==> src/rtl/wb_mem_bridge_pkg.sv <==
// Shared constants and types for the data-side Wishbone bridge.
// Size/error codes match the memory-stage encodings used by the pipeline.
package wb_mem_bridge_pkg;

  localparam int          RegBus   = 32;
  localparam logic [31:0] ZeroWord = 32'h0000_0000;

  localparam logic [1:0] MemSizeByte = 2'b00;
  localparam logic [1:0] MemSizeHalf = 2'b01;
  localparam logic [1:0] MemSizeWord = 2'b10;

  localparam logic [1:0] MemErrNone     = 2'b00;
  localparam logic [1:0] MemErrMisalign = 2'b01;
  localparam logic [1:0] MemErrTimeout  = 2'b10;

  typedef enum logic [1:0] {
    ST_IDLE = 2'd0,
    ST_BUSY = 2'd1,
    ST_DONE = 2'd2
  } state_e;

  // Size code 11 behaves as a word.
  function automatic logic misaligned(input logic [1:0] size, input logic [1:0] off);
    case (size)
      MemSizeByte: return 1'b0;
      MemSizeHalf: return off[0];
      default:     return off != 2'b00;
    endcase
  endfunction

endpackage

==> src/rtl/wb_lane_align.sv <==
// Byte-lane steering for stores and lane extraction/extension for loads.
// Purely combinational; the bridge registers everything it produces.
module wb_lane_align
  import wb_mem_bridge_pkg::*;
(
  input  logic [1:0]        i_size,
  input  logic [1:0]        i_off,
  input  logic              i_unsigned,
  input  logic [RegBus-1:0] i_wdat,
  input  logic [RegBus-1:0] i_rdat,
  output logic [3:0]        o_sel,
  output logic [RegBus-1:0] o_wdat,
  output logic [RegBus-1:0] o_rdat
);

  logic [RegBus-1:0] w_rshift;
  logic [7:0]        w_byte;
  logic [15:0]       w_half;

  assign w_rshift = i_rdat >> {i_off, 3'b000};
  assign w_byte   = w_rshift[7:0];
  assign w_half   = i_off[1] ? i_rdat[31:16] : i_rdat[15:0];

  always_comb begin
    o_sel  = 4'b1111;
    o_wdat = i_wdat;
    o_rdat = i_rdat;
    case (i_size)
      MemSizeByte: begin
        o_sel  = 4'b0001 << i_off;
        o_wdat = {4{i_wdat[7:0]}};
        o_rdat = {{24{~i_unsigned & w_byte[7]}}, w_byte};
      end
      MemSizeHalf: begin
        o_sel  = 4'b0011 << i_off;
        o_wdat = {2{i_wdat[15:0]}};
        o_rdat = {{16{~i_unsigned & w_half[15]}}, w_half};
      end
      default: ;
    endcase
  end

endmodule

==> src/rtl/wb_mem_bridge.sv <==
// Single-access Wishbone master for the memory stage: one load/store per
// classic bus cycle, pipeline stall while in flight, misalign/timeout errors.
module wb_mem_bridge
  import wb_mem_bridge_pkg::*;
#(
  parameter int TIMEOUT = 255
) (
  input  logic              wb_clk_i,
  input  logic              wb_rst_i,
  input  logic              mem_ce_i,
  input  logic              mem_we_i,
  input  logic [RegBus-1:0] mem_addr_i,
  input  logic [RegBus-1:0] mem_data_i,
  input  logic [1:0]        mem_size_i,
  input  logic              mem_unsigned_i,
  input  logic              flush_i,
  output logic [RegBus-1:0] mem_data_o,
  output logic [1:0]        mem_err_o,
  output logic              stall_req_o,
  output logic [RegBus-1:0] wb_adr_o,
  output logic [RegBus-1:0] wb_dat_o,
  input  logic [RegBus-1:0] wb_dat_i,
  output logic [3:0]        wb_sel_o,
  output logic              wb_we_o,
  output logic              wb_stb_o,
  output logic              wb_cyc_o,
  input  logic              wb_ack_i
);

  state_e            r_state, w_next;
  logic [7:0]        r_cnt;
  logic              r_cyc;
  logic              w_mis, w_timeout;
  logic [3:0]        w_sel;
  logic [RegBus-1:0] w_wdat, w_ldat;

  assign w_mis     = misaligned(mem_size_i, mem_addr_i[1:0]);
  assign w_timeout = (r_cnt == 8'(TIMEOUT - 1));

  wb_lane_align u_align (
    .i_size    (mem_size_i),
    .i_off     (mem_addr_i[1:0]),
    .i_unsigned(mem_unsigned_i),
    .i_wdat    (mem_data_i),
    .i_rdat    (wb_dat_i),
    .o_sel     (w_sel),
    .o_wdat    (w_wdat),
    .o_rdat    (w_ldat)
  );

  always_ff @(posedge wb_clk_i or posedge wb_rst_i) begin
    if (wb_rst_i) r_state <= ST_IDLE;
    else          r_state <= w_next;
  end

  always_comb begin
    w_next = r_state;
    if (flush_i) w_next = ST_IDLE;
    else begin
      case (r_state)
        ST_IDLE: if (mem_ce_i) w_next = w_mis ? ST_DONE : ST_BUSY;
        ST_BUSY: if (wb_ack_i || w_timeout) w_next = ST_DONE;
        default: w_next = ST_IDLE;
      endcase
    end
  end

  // Registered outputs; ack is only honoured while BUSY.
  always_ff @(posedge wb_clk_i or posedge wb_rst_i) begin
    if (wb_rst_i) begin
      r_cyc      <= 1'b0;
      r_cnt      <= '0;
      wb_adr_o   <= ZeroWord;
      wb_dat_o   <= ZeroWord;
      wb_sel_o   <= '0;
      wb_we_o    <= 1'b0;
      mem_data_o <= ZeroWord;
      mem_err_o  <= MemErrNone;
    end else if (flush_i) begin
      r_cyc     <= 1'b0;
      wb_we_o   <= 1'b0;
      wb_sel_o  <= '0;
      mem_err_o <= MemErrNone;
    end else begin
      case (r_state)
        ST_IDLE: if (mem_ce_i) begin
          if (w_mis) mem_err_o <= MemErrMisalign;
          else begin
            wb_adr_o <= {mem_addr_i[RegBus-1:2], 2'b00};
            wb_dat_o <= w_wdat;
            wb_sel_o <= w_sel;
            wb_we_o  <= mem_we_i;
            r_cyc    <= 1'b1;
            r_cnt    <= '0;
          end
        end
        ST_BUSY: begin
          if (wb_ack_i) begin
            mem_data_o <= wb_we_o ? ZeroWord : w_ldat;
            mem_err_o  <= MemErrNone;
            r_cyc      <= 1'b0;
          end else if (w_timeout) begin
            mem_data_o <= ZeroWord;
            mem_err_o  <= MemErrTimeout;
            r_cyc      <= 1'b0;
          end else begin
            r_cnt <= r_cnt + 8'd1;
          end
        end
        default: ;
      endcase
    end
  end

  assign wb_cyc_o    = r_cyc;
  assign wb_stb_o    = r_cyc;
  assign stall_req_o = mem_ce_i && (r_state != ST_DONE) && !wb_rst_i;

endmodule

==> config.mk <==
export PLATFORM = sky130hd
export DESIGN_NAME = wb_mem_bridge
export DESIGN_NICKNAME = d
export VERILOG_FILES = /design/src/rtl/wb_mem_bridge_pkg.sv /design/src/rtl/wb_lane_align.sv /design/src/rtl/wb_mem_bridge.sv
export SDC_FILE = /design/constraint.sdc
export NUM_CORES = 1
export LEC_CHECK = 0
export ABC_AREA = 1
export BUFFER_PORTS_ARGS = -buffer_cell sky130_fd_sc_hd__buf_2
export CAP_MARGIN = 25
export CORE_UTILIZATION = 30
export CTS_CLUSTER_SIZE = 12
export DETAILED_ROUTE_END_ITERATION = 6
export PLACE_DENSITY_LB_ADDON = 0.05
export SYNTH_ARGS = -nofsm -noshare
export SYNTH_HDL_FRONTEND = slang
export SYNTH_SLANG_ARGS = --single-unit
==> constraint.sdc <==
create_clock -name wb_clk_i -period 7.48 [get_ports wb_clk_i]
set_input_delay 1.122 -clock wb_clk_i [delete_from_list [all_inputs] [get_ports wb_clk_i]]
set_output_delay 1.122 -clock wb_clk_i [all_outputs]
set_load 0.02 [all_outputs]
==> flow_metrics.env <==
export IMPL_outcome="complete, but fails checks"
export IMPL_violations="DRC"
export IMPL_worstMarginPinSlew_ps=911
export IMPL_antenna_found_initial=4
export IMPL_grt_pass1_wl_um=28400
export IMPL_clk_pin_slew_ps=80
export IMPL_place_hpwl_um=12800
export IMPL_place_port_buffers=208
export IMPL_grt_ovfl_total=0
export IMPL_finalSetupTns_ps=0
export IMPL_wire_per_inst_um=15.2
export IMPL_first_iter_violations=313
export IMPL_grt_pass1_vias=5427
export IMPL_synth_cell_types=33
export IMPL_dieArea_um2=19200
export IMPL_synth_area_top_cells="dfrtp_1, nand2_1, nand3_1"
export IMPL_cts_buffers=9
export IMPL_drt_wl_total_um=17400
export IMPL_rsz0062_at_grt="no"
export IMPL_clkLatencyLatePin_ps=350
export IMPL_worstSetupStartpointType="input pin"
export IMPL_path_max_fanout=93
export IMPL_hold_violations=0
export IMPL_hold_buffers=0
export IMPL_syn_avg_cell_area_um2=7.68
export IMPL_die_y_um=138
export IMPL_ant_nets=0
export IMPL_cts_resized=0
export IMPL_p_per_area_nw_per_um2=281
export IMPL_post_route_cells_drive_above_1_share=0.289
export IMPL_utilization=0.392
export IMPL_root_buffer="clkbuf_16"
export IMPL_gp_congestion=0.913
export IMPL_leakagePower_nw=4.03
export IMPL_crit_path_end_kind="register"
export IMPL_setup_viol=0
export IMPL_netlist_area_um2=5590
export IMPL_min_period_ps=3230
export IMPL_slew_viol_final=0
export IMPL_synth_cells=728
export IMPL_synthTopCellsByCount="nand2_1, dfrtp_1, nand3_1"
export IMPL_clock_path_buffers=2
export IMPL_finClkSkew_ps=12.8
export IMPL_core_um2=18100
export IMPL_r2r_cells=6
export IMPL_io_pins=211
export IMPL_finalCritPeriodShare=0.432
export IMPL_hold_depth=2
export IMPL_ff2ff_setup_slack_ps=5430
export IMPL_post_cts_setup_buffer_count=0
export IMPL_seq_area_frac_synth=0.502
export IMPL_h_tree_depth=3
export IMPL_yosysMostFrequentCell="nand2_1"
export IMPL_slew_headroom=0.393
export IMPL_grt_max_degree=94
export IMPL_vdd_drop_max_v=0.000120
export IMPL_synth_seq_cells=112
export IMPL_fp_dieW_um=138
export IMPL_yosys_warnings=0
export IMPL_cts_tree="done"
export IMPL_cap_violations=0
export IMPL_total_power_mw=1.99
export IMPL_rows=49
export IMPL_initial_core_util=0.309
export IMPL_synth_edf_count=0
export IMPL_vias=5351
export IMPL_area_delta_synth_final_pct=26.8
export IMPL_cts_sinks=112
export IMPL_arrival_ps=3470
export IMPL_drc=16
export IMPL_synth_top_area_frac=0.502
export IMPL_critPathKind="in -> reg"
export IMPL_dr_pass1_iters=7
export IMPL_cp_required_ps=7710
export IMPL_fin_nets=1021
export IMPL_max_freq_mhz=309
export IMPL_synth_async_reset_ratio=1.00
export IMPL_synth_top_cell_by_area="dfrtp_1"
export IMPL_grt_usage=0.187
export IMPL_min_path_type="reg -> reg"
export IMPL_synthFlopType="dfrtp_1"
export IMPL_vias_per_cell=4.66
-- critical path, cell delays in order --
cell	delay (ps)
buf_2	100
buf_4	290
nor2_4	360
nand2_1	180
nand4_4	130
buf_4	670
nand2_2	340
nor2_1	180
a21oi_1	60
-- power breakdown --
part / leakage, nW / switching [mW] / internal [mW]
registers: 1.44 / 0.0847 / 0.752
logic: 2.44 / 0.415 / 0.210
clock network: 0.156 / 0.233 / 0.295
-- placed cells by master (no fill, tap or decap), types with 4 or more instances in the layout --
cell type / instances
buf_4: 4
inv_2: 7
xor2_1: 5
o21ai_1: 23
clkbuf_16: 9
inv_1: 37
a21oi_1: 24
nand2_2: 4
nand3_1: 41
dfrtp_1: 112
o21ai_0: 28
buf_2: 208
nor2_1: 26
or2_2: 15
o22ai_1: 8
nand2_1: 330
-- registers in the layout (all words and copies together), names as in the netlist --
signal      count
wb_we_o         1
wb_cyc_o        1
mem_err_o       2
wb_sel_o        4
mem_data_o     32
wb_adr_o       30
r_cnt           8
wb_dat_o       32
r_state         2
-- area by class of cell --
type                    instances  area [um^2]
clock buffers                   9          225
clock inverters                 6         91.3
diodes                          2         5.00
fillers                      1931        11000
flip-flops and latches        112         2800
multi-input cells             533         2400
well taps                     229          287
repair buffers                213         1100
inverters                      45          171
-- worst paths after layout --
path | start | endpoint
min in group asynchronous | wb_rst_i | r_cnt[2]$_DFFE_PP0P_
hold reg to reg | mem_data_o[17]$_DFFE_PP0P_ | mem_data_o[17]$_DFFE_PP0P_
setup reg to reg | r_state[0]$_DFFE_PP0P_ | r_cnt[1]$_DFFE_PP0P_
setup / recovery | mem_size_i[1] | r_cnt[1]$_DFFE_PP0P_
max in group asynchronous | wb_rst_i | mem_data_o[3]$_DFFE_PP0P_
hold / removal | mem_data_o[17]$_DFFE_PP0P_ | mem_data_o[17]$_DFFE_PP0P_
-- metrics by stage --
stage          hold WS, ps  setup WS [ps]  instance area [um^2]  cells
2_1_floorplan          500           3400                  5590    729
3_3_place_gp           454           3920                  6740   1131
3_5_place_dp           460           3810                  6740   1131
4_1_cts                479           4210                  7050   1146
5_1_grt                496           3940                  7090   1149
6_report               475           4250                  7090   1149
-- per-layer routing --
metal,vias up,share of wire,GRT usage
met2,168,0.46,0.301
met3,21,0.079,0.0565
met4,4,0.013,0.0585
met5,-,0.0013,0
li1,2661,-,-
met1,2497,0.44,0.240
-- cell families after synthesis --
group,Yosys count,share of synthesized area
buffers and inverters,84,0.0703
adders and majority gates,2,0.00448
DFF,112,0.502
and+or+nand+nor,430,0.324
xor gates and xnor gates,5,0.00784
other,1,0.000671
AOI/OAI and AO/OA,94,0.0916
(Power assumes the default switching activity.)
